### src/rtl/led_seq_ctrl_if.sv
`default_nettype none
// ============================================================================
// Module      : led_seq_ctrl_if
// Description : Switch/button/LED bundle for the LED chase sequencer.
//               master : drives sw, btn_run, clr, bounce; observes outputs
//               slave  : the sequencer (consumes inputs, drives tick, state,
//                        count, led)
//   sw[1:0]    speed select (00 slow, 10 fast, 01/11 very fast)
//   btn_run    raw run/pause button, asynchronous to clk
//   clr        synchronous clear
//   bounce     0 = wrap counting, 1 = ping-pong counting
//   tick       one-cycle prescaler pulse
//   state[1:0] 00 IDLE, 01 RUN, 10 PAUSE
//   count[2:0] pattern index
//   led[3:0]   {led4,led3,led2,led1}
// Revision    : 1.0 - initial release
// ============================================================================
interface led_seq_ctrl_if;
    logic [1:0] sw;
    logic       btn_run;
    logic       clr;
    logic       bounce;
    logic       tick;
    logic [1:0] state;
    logic [2:0] count;
    logic [3:0] led;

    modport master (
        output sw, btn_run, clr, bounce,
        input  tick, state, count, led
    );

    modport slave (
        input  sw, btn_run, clr, bounce,
        output tick, state, count, led
    );
endinterface
`default_nettype wire

### src/rtl/led_seq_ctrl.sv
`default_nettype none
// ============================================================================
// Module      : led_seq_ctrl
// Description : Run/pause sequencer for the 4-LED chase bar. A free-running
//               prescaler produces a tick enable at a rate chosen by sw; the
//               FSM (IDLE/RUN/PAUSE) is toggled by a synchronised button press
//               and steps a 3-bit pattern counter in wrap or ping-pong mode.
//               The LED pattern is decoded combinationally from the count.
// Ports       : clk  - system clock
//               rst  - asynchronous active-low reset
//               bus  - led_seq_ctrl_if.slave (sw, btn_run, clr, bounce in;
//                      tick, state, count, led out)
// Revision    : 1.0 - initial release
// ============================================================================
module led_seq_ctrl #(
    parameter int DIV_SLOW  = 26,
    parameter int DIV_FAST  = 25,
    parameter int DIV_VFAST = 24
) (
    input  wire logic           clk,
    input  wire logic           rst,
    led_seq_ctrl_if.slave       bus
);

    localparam logic [1:0] c_st_idle  = 2'b00;
    localparam logic [1:0] c_st_run   = 2'b01;
    localparam logic [1:0] c_st_pause = 2'b10;

    localparam logic [DIV_SLOW-1:0] c_presc_one = {{(DIV_SLOW-1){1'b0}}, 1'b1};

    logic [DIV_SLOW-1:0] r_presc;
    logic                r_s1;
    logic                r_s2;
    logic                r_s3;
    logic [1:0]          r_state;
    logic [2:0]          r_count;
    logic                r_dir_down;

    logic                w_tick;
    logic                w_press;
    logic [2:0]          w_count_nxt;
    logic                w_dir_down_nxt;
    logic [3:0]          w_led;

    // Prescaler is never cleared by clr or by sw changes, so a speed change
    // simply waits for the low bits of the new width to fill up.
    always_ff @(posedge clk or negedge rst) begin
        if (!rst) begin
            r_presc <= '0;
        end else begin
            r_presc <= r_presc + c_presc_one;
        end
    end

    always_comb begin
        w_tick = 1'b0;
        case (bus.sw)
            2'b00:   w_tick = &r_presc[DIV_SLOW-1:0];
            2'b10:   w_tick = &r_presc[DIV_FAST-1:0];
            default: w_tick = &r_presc[DIV_VFAST-1:0];
        endcase
    end

    // Two-flop synchroniser followed by an edge-detect flop; a held button
    // gives a single press because s3 catches up with s2 one cycle later.
    always_ff @(posedge clk or negedge rst) begin
        if (!rst) begin
            r_s1 <= 1'b0;
            r_s2 <= 1'b0;
            r_s3 <= 1'b0;
        end else begin
            r_s1 <= bus.btn_run;
            r_s2 <= r_s1;
            r_s3 <= r_s2;
        end
    end

    assign w_press = r_s2 & ~r_s3;

    // Next count for a RUN-state tick. Wrap mode always leaves dir up, so a
    // later switch to ping-pong resumes counting upwards.
    always_comb begin
        w_count_nxt    = r_count;
        w_dir_down_nxt = r_dir_down;
        if (!bus.bounce) begin
            w_count_nxt    = r_count + 3'd1;
            w_dir_down_nxt = 1'b0;
        end else if (!r_dir_down) begin
            if (r_count == 3'd7) begin
                w_count_nxt    = 3'd6;
                w_dir_down_nxt = 1'b1;
            end else begin
                w_count_nxt = r_count + 3'd1;
            end
        end else begin
            if (r_count == 3'd0) begin
                w_count_nxt    = 3'd1;
                w_dir_down_nxt = 1'b0;
            end else begin
                w_count_nxt = r_count - 3'd1;
            end
        end
    end

    always_ff @(posedge clk or negedge rst) begin
        if (!rst) begin
            r_state    <= c_st_idle;
            r_count    <= 3'd0;
            r_dir_down <= 1'b0;
        end else if (bus.clr) begin
            r_state    <= c_st_idle;
            r_count    <= 3'd0;
            r_dir_down <= 1'b0;
        end else begin
            case (r_state)
                c_st_idle: begin
                    if (w_press) begin
                        r_state <= c_st_run;
                    end
                end
                c_st_run: begin
                    // A tick coinciding with the pausing press still counts.
                    if (w_tick) begin
                        r_count    <= w_count_nxt;
                        r_dir_down <= w_dir_down_nxt;
                    end
                    if (w_press) begin
                        r_state <= c_st_pause;
                    end
                end
                c_st_pause: begin
                    if (w_press) begin
                        r_state <= c_st_run;
                    end
                end
                default: begin
                    r_state <= c_st_idle;
                end
            endcase
        end
    end

    always_comb begin
        w_led = 4'b0000;
        case (r_count)
            3'd0: w_led = 4'b0000;
            3'd1: w_led = 4'b0001;
            3'd2: w_led = 4'b0011;
            3'd3: w_led = 4'b0111;
            3'd4: w_led = 4'b1111;
            3'd5: w_led = 4'b1110;
            3'd6: w_led = 4'b1100;
            3'd7: w_led = 4'b1000;
            default: w_led = 4'b0000;
        endcase
    end

    assign bus.tick  = w_tick;
    assign bus.state = r_state;
    assign bus.count = r_count;
    assign bus.led   = w_led;

endmodule
`default_nettype wire

### src/flat_wrapper.sv
// flat-port wrapper written by rule: the top's interface ports become plain ports
module led_seq_ctrl_flat 
#(
    parameter int DIV_SLOW  = 26,
    parameter int DIV_FAST  = 25,
    parameter int DIV_VFAST = 24
)
  (clk, rst, bus_sw, bus_btn_run, bus_clr, bus_bounce, bus_tick, bus_state, bus_count, bus_led);
  led_seq_ctrl_if bus_i ();
  input  wire logic clk;
  input  wire logic rst;
  input wire logic [$bits(bus_i.sw)-1:0] bus_sw;
  input wire logic [$bits(bus_i.btn_run)-1:0] bus_btn_run;
  input wire logic [$bits(bus_i.clr)-1:0] bus_clr;
  input wire logic [$bits(bus_i.bounce)-1:0] bus_bounce;
  output wire logic [$bits(bus_i.tick)-1:0] bus_tick;
  output wire logic [$bits(bus_i.state)-1:0] bus_state;
  output wire logic [$bits(bus_i.count)-1:0] bus_count;
  output wire logic [$bits(bus_i.led)-1:0] bus_led;
  assign bus_i.sw = bus_sw;
  assign bus_i.btn_run = bus_btn_run;
  assign bus_i.clr = bus_clr;
  assign bus_i.bounce = bus_bounce;
  assign bus_tick = bus_i.tick;
  assign bus_state = bus_i.state;
  assign bus_count = bus_i.count;
  assign bus_led = bus_i.led;
  led_seq_ctrl #(.DIV_SLOW(DIV_SLOW), .DIV_FAST(DIV_FAST), .DIV_VFAST(DIV_VFAST)) u_core (.clk(clk), .rst(rst), .bus(bus_i));
endmodule
### config.mk
export PLATFORM = sky130hd
export DESIGN_NAME = led_seq_ctrl_flat
export DESIGN_NICKNAME = d
export VERILOG_FILES = /design/src/rtl/led_seq_ctrl_if.sv /design/src/rtl/led_seq_ctrl.sv /design/src/flat_wrapper.sv
export SDC_FILE = /design/constraint.sdc
export NUM_CORES = 1
export LEC_CHECK = 0
export BUFFER_PORTS_ARGS = -buffer_cell sky130_fd_sc_hd__buf_2
export CELL_PAD_IN_SITES_DETAIL_PLACEMENT = 1
export CELL_PAD_IN_SITES_GLOBAL_PLACEMENT = 2
export CORE_UTILIZATION = 42
export CTS_CLUSTER_DIAMETER = 50
export CTS_CLUSTER_SIZE = 40
export DETAILED_ROUTE_END_ITERATION = 16
export GPL_TIMING_DRIVEN = 0
export PLACE_DENSITY_LB_ADDON = 0.1
export SYNTH_ARGS = -nofsm -noshare
export SYNTH_HDL_FRONTEND = slang
export SYNTH_SLANG_ARGS = --single-unit
export TNS_END_PERCENT = 20
### constraint.sdc
create_clock -name clk -period 3.8 [get_ports clk]
set_input_delay 0.76 -clock clk [delete_from_list [all_inputs] [get_ports clk]]
set_output_delay 0.76 -clock clk [all_outputs]
set_load 0.005 [all_outputs]
==> flow_metrics.py, run 1 <==
metrics = {
    "setup_path": {
        "critPathLaunch": "u_core.r_presc[0]",
        "crit_path_end_kind": "output pin",
        "crit_type": "reg -> out",
        "r2r_cells": 6,
        "reg2reg_to": "u_core.bus.count[2]",
        "crit_fanout": 8,
        "critPathSlowestCell": "nor3_4",
        "r2r_start": "u_core.bus.count[0]",
        "crit_chain": "ha_1 > nand3_2 > nor3_4 > o2111a_1 > buf_2",
        "crit_path_max_incr_delay_ps": 420,
        "rrSetupSlack_ps": 2040,
        "arrival_ps": 1880,
        "cp-start-kind": "flip-flop",
        "cp.required_ps": 3040,
    },
    "cts": {
        "holdBufCountCts": 0,
        "cts_setup_buffers": 0,
        "cts_max_path_buffers": 2,
        "cts_sinks": 35,
        "cts-resized-gates": 0,
        "cts_root_buffer": "clkbuf_8",
        "cts_tree": "yes",
        "htreeDepth": 2,
        "path_clk_slew_ps": 70,
        "numCtsBuffers": 5,
        "clkLatencyLatePin_ps": 280,
    },
    "route": {
        "num_vias": 1144,
        "route.detailed.drc": 0,
        "ant_nets": 0,
        "drt-pass1-iter-count": 4,
        "vias_per_cell": 5.06,
        "routedWlPerCell_um": 14.3,
        "drt_iter0_drc": 30,
        "wl_um": 3230,
    },
    "worst_hold_path": {
        "hp-class": "reg -> reg",
        "min_path_cells": 0,
        "hold_start": "u_core.r_s1",
        "min_to": "u_core.r_s2",
    },
    "global_routing": {
        "track_usage": 0.171,
        "met2_usage": 0.274,
        "grt_pass1_vias": 1235,
        "use_met1": 0.226,
        "grt_first_pass_wirelength_um": 5720,
        "antenna_found_initial": 0,
        "grt_max_degree": 36,
        "grt.busiest_layer": "met2",
        "grt_overflow": 0,
        "use_met3": 0.0445,
    },
    "power": {
        "leakagePower_nw": 0.991,
        "p_per_area_mw_per_mm2": 327,
        "vdd.ir_drop.worst_uv": 184,
        "power_uw": 652,
    },
    "floorplan": {
        "die_area_mm2": 0.00449,
        "core_mm2": 0.00403,
        "io_pins": 17,
        "start_util": 0.440,
        "die_h_um": 67.0,
        "die_w_um": 67.0,
        "row_count": 23,
    },
    "timing": {
        "maxSlewViolCount": 0,
        "fin_skew_ps": 6.00,
        "tightest_slew_ps": 755,
        "rsz0062_at_grt": "no",
        "period_needed_ps": 2640,
        "setup_viol": 0,
        "min_period_over_period": 0.694,
        "hold_violations": 0,
        "finalSetupTns_ps": 0,
        "maxSlewHeadroom": 0.497,
        "max_freq_mhz": 379,
    },
    "place": {
        "numPortBuffers": 15,
        "gp_congestion": 0.739,
        "hpwl_um": 2390,
    },
    "yosys": {
        "synth.most_common_cell": "dfrtp_1",
        "yosys_warnings": 0,
        "ys_seq_elements": 35,
        "muxShareOfSynthArea": 0.0317,
        "yosys.area_share.simple": 0.216,
        "synth_compound_gate_area_share": 0.0557,
        "synth_area_leader_cell": "dfrtp_1",
        "synth.distinct_cells": 37,
        "netlist.area_leader.share": 0.494,
        "synthFlopType": "dfrtp_1",
        "synth_top_family_by_area": "simple AND/OR/NAND/NOR gates",
        "synth-xor-area-share": 0.128,
        "synth_edf_count": 0,
        "synth_area_leaders": "dfrtp_1 (49%), xnor2_1 (9.9%), ha_1 (4.2%)",
        "synth_async_sr_flop_share": 1.00,
        "synth.net_count": 166,
        "syn_area_mm2": 0.00177,
        "synth_common_cells": "dfrtp_1 (35), xnor2_1 (20), nand3_1 (11), inv_1 (8)",
        "ys_seq_area_frac": 0.494,
        "netlist_instances": 153,
        "synth_fa_ha_area_frac": 0.0423,
        "avgSynthCellArea_um2": 11.6,
    },
    "cells_and_area": {
        "nets": 188,
        "seq_area_um2": 876,
        "area_growth_pct": 12.6,
        "fillCellCount": 457,
        "multi_input_area_um2": 841,
        "layout-drive-gt1-share": 0.210,
        "n_antenna_cell": 0,
    },
    "flow_run": {
        "max-cap-violations": 0,
    },
    "outcome": {
        "status": "complete, no violations",
    },
}
-- through the flow --
step / cells / hold WS, ps / setup WS [ps] / instance area (um^2) / utilization
after floorplan: 153 / 331 / 1780 / 1770 / -
after global placement: 218 / 336 / 1480 / 1910 / 0.475
after detailed placement: 218 / 351 / 1470 / 1910 / 0.475
after CTS: 226 / 368 / 1160 / 2000 / 0.496
after global routing: 226 / 374 / 1040 / 2000 / 0.496
final: 226 / 365 / 1160 / 2000 / 0.496
-- final cells by class --
class	instances	share of cell area
multi-input combinational	106	0.421
tap	50	0.0313
timing repair buffer	15	0.0376
clock inverter	2	0.00627
sequential	35	0.439
clock buffer	6	0.0363
buffer	4	0.0138
inverter	8	0.0150
-- worst max-delay path: cells and delay by family (launching register included) --
| kind | cells | cell delay (ps) |
|---|---|---|
| and+or+nand+nor | 2 | 640 |
| DFF | 1 | 390 |
| AOI/OAI and AO/OA | 1 | 250 |
| adders and majority gates | 1 | 210 |
| buffers and inverters | 1 | 110 |
-- layer usage --
| layer | vias up | routed length [um] |
|---|---|---|
| met5 | - | 0 |
| met4 | 0 | 14 |
| met3 | 2 | 107 |
| met2 | 13 | 1540 |
| met1 | 560 | 1570 |
| li1 | 569 | - |
-- state kept, by name (all words and copies together), names as in the netlist --
register / count
u_core.bus.count: 3
u_core.bus.state: 2
u_core.r_dir_down: 1
u_core.r_presc: 26
u_core.r_s1: 1
u_core.r_s2: 1
u_core.r_s3: 1
-- cell families after synthesis --
| group | after synthesis |
|---|---|
| adders and majority gates | 6 |
| and+or+nand+nor | 55 |
| AOI/OAI and AO/OA | 14 |
| DFF | 35 |
| xor gates and xnor gates | 26 |
| muxes | 5 |
| buffers and inverters | 12 |
-- how the worst max path moves through the flow --
stage,to,slack [ps],cells past startpoint
after detailed placement,bus_tick,1470,5
after global placement,bus_tick,1480,5
after global routing,bus_tick,1040,5
after CTS,bus_tick,1160,5
final,bus_tick,1160,5
after floorplan,bus_tick,1780,4
-- cells in the final DEF, fill, tap and decap left out, types with 2 or more instances in the layout --
master,count
xnor2_1,20
nand4_1,6
buf_2,16
ha_1,6
and4_1,2
inv_1,8
nand4_4,2
clkbuf_8,5
nand2_1,7
o21ai_0,3
and3_1,2
nor3_4,2
mux2i_1,3
nand2b_1,7
nand3_1,11
nor2_1,6
nand3_2,2
nand3b_1,2
xor2_1,6
a21oi_1,4
dfrtp_1,35
nor2b_1,2
-- power breakdown --
part | switching (mW) | internal, mW
Sequential | 0.00128 | 0.375
Combinational | 0.0124 | 0.00670
Clock | 0.129 | 0.128
Note: power is estimated with default switching activity, not from simulation.
==> run 2, diff against run 1 <==
- CORE_UTILIZATION: 42 -> 39
- clock period: 3.8 -> 2.6 ns (I/O delays scaled with it)
==> run 2 against run 1 <==
  * Power is 48% higher
  * Die area is 7.5% higher
  * Via count is 2.8% higher
  * Non-clock buffer count stayed put
  * Flip-flop and latch count stayed put
  * Core utilization is 3.6 points lower
  * Sequential share of layout area is 0.055 points lower
  * Register-to-register slack worse by 1200 ps
  * Worst setup slack worse by 980 ps
  * Largest cell class unchanged
  * Largest power group unchanged
  * Highest routed layer unchanged
==> flow_metrics.py, run 2 (synthesis gave the netlist of run 1 again) <==
metrics = {
    "setup_path": {
        "crit_path_max_incr_delay_ps": 410,
        "crit_type": "reg -> out",
        "cp-start-kind": "flip-flop",
        "crit_chain": "ha_1 > nand3_2 > nor3_4 > o2111a_1 > buf_2",
        "cp_num_buf_inv": 1,
        "crit_path_end_kind": "output pin",
        "arrival_ps": 1900,
        "critPathSlowestCell": "dfrtp_1",
        "crit_fanout": 8,
        "cp.required_ps": 2080,
        "cp_top_family": "simple AND/OR/NAND/NOR gates",
    },
    "route": {
        "wl_um": 3420,
        "drt_iter0_drc": 58,
        "routedWlPerCell_um": 15.0,
        "vias_per_cell": 5.16,
        "route.detailed.drc": 0,
        "num_vias": 1176,
        "drt-pass1-iter-count": 4,
        "ant_nets": 0,
    },
    "timing": {
        "maxSlewHeadroom": 0.473,
        "tightest_slew_ps": 790,
        "min_period_over_period": 0.930,
        "maxSlewViolCount": 0,
        "period_needed_ps": 2420,
        "finalSetupTns_ps": 0,
        "max_freq_mhz": 414,
        "hold_violations": 0,
        "fin_skew_ps": 8.45,
        "rsz0062_at_grt": "no",
        "setup_viol": 0,
    },
    "flow_run": {
        "max-cap-violations": 0,
    },
    "cells_and_area": {
        "area_growth_pct": 12.7,
        "n_antenna_cell": 0,
        "layout-drive-gt1-share": 0.210,
        "nets": 188,
        "fillCellCount": 490,
        "layout_commonest_cell": "dfrtp_1",
        "top_register": "u_core.r_presc",
        "largest_register_ffs": 26,
        "layout_common_cells": "dfrtp_1 (35), xnor2_1 (20), buf_2 (16)",
    },
    "floorplan": {
        "row_count": 24,
        "die_w_um": 69.5,
        "core_mm2": 0.00435,
        "start_util": 0.407,
        "die_h_um": 69.5,
        "io_pins": 17,
        "die_area_mm2": 0.00482,
    },
    "global_routing": {
        "grt_first_pass_wirelength_um": 6270,
        "grt_overflow": 0,
        "grt_max_degree": 36,
        "grt.busiest_layer": "met2",
        "grt_pass1_vias": 1287,
        "antenna_found_initial": 0,
        "track_usage": 0.164,
        "met2_usage": 0.274,
        "use_met3": 0.0407,
        "use_met1": 0.204,
    },
    "cts": {
        "htreeDepth": 2,
        "cts_setup_buffers": 0,
        "cts_root_buffer": "clkbuf_8",
        "numCtsBuffers": 5,
        "cts_tree": "yes",
        "path_clk_slew_ps": 70,
        "holdBufCountCts": 0,
        "cts_max_path_buffers": 2,
        "cts-resized-gates": 0,
        "clkLatencyLatePin_ps": 290,
        "cts_sinks": 35,
    },
    "power": {
        "power_uw": 963,
        "leakagePower_nw": 0.991,
        "vdd.ir_drop.worst_uv": 392,
        "p_per_area_mw_per_mm2": 482,
    },
    "worst_hold_path": {
        "hp-class": "in -> async",
    },
    "place": {
        "numPortBuffers": 15,
        "gp_congestion": 0.681,
        "hpwl_um": 2530,
    },
    "outcome": {
        "status": "complete, no violations",
    },
}
[run 2: cell type report]
cell class,instances,area [um^2],area share
clock buffers,6,72.6,0.0363
well taps,52,65.1,0.0325
inverters,8,30.0,0.0150
repair buffers,15,75.1,0.0375
flip-flops and latches,35,876,0.438
clock inverters,2,12.5,0.00626
plain buffers,4,27.5,0.0138
multi-input cells,106,841,0.421
[run 2: final timing paths]
path	slack [ps]	to	depth (start not counted)	start
max	180	bus_tick	5	u_core.r_presc[0]
min	310	u_core.r_presc[12]	1	rst
max reg2reg	840	u_core.bus.count[2]	6	u_core.bus.count[0]
min reg2reg	350	u_core.r_s2	0	u_core.r_s1
max in group asynchronous	1780	u_core.r_presc[8]	1	rst
min in group clk	340	u_core.r_s1	1	bus_btn_run
[run 2: report_power, final]
part,leakage [nW],internal (mW),switching (mW)
clock,0.0412,0.187,0.197
combinational,0.483,0.00979,0.0186
sequential,0.467,0.548,0.00214
[run 2: per-stage QoR]
stage          setup WS [ps]  instance area [um^2]  std cells   util  hold WS, ps
6_report                 183                  2000        228  0.459          310
5_1_grt                 44.5                  2000        228  0.459          326
4_1_cts                  142                  2000        228  0.459          329
3_5_place_dp             470                  1910        220  0.440          336
3_3_place_gp             498                  1910        220  0.440          336
2_1_floorplan            821                  1770        153      -          224
[run 2: routing by layer]
metal | up-vias | part of all wire
li1 | 566 | -
met1 | 588 | 0.46
met2 | 15 | 0.50
met3 | 7 | 0.027
met4 | 0 | 0.017
met5 | - | 0
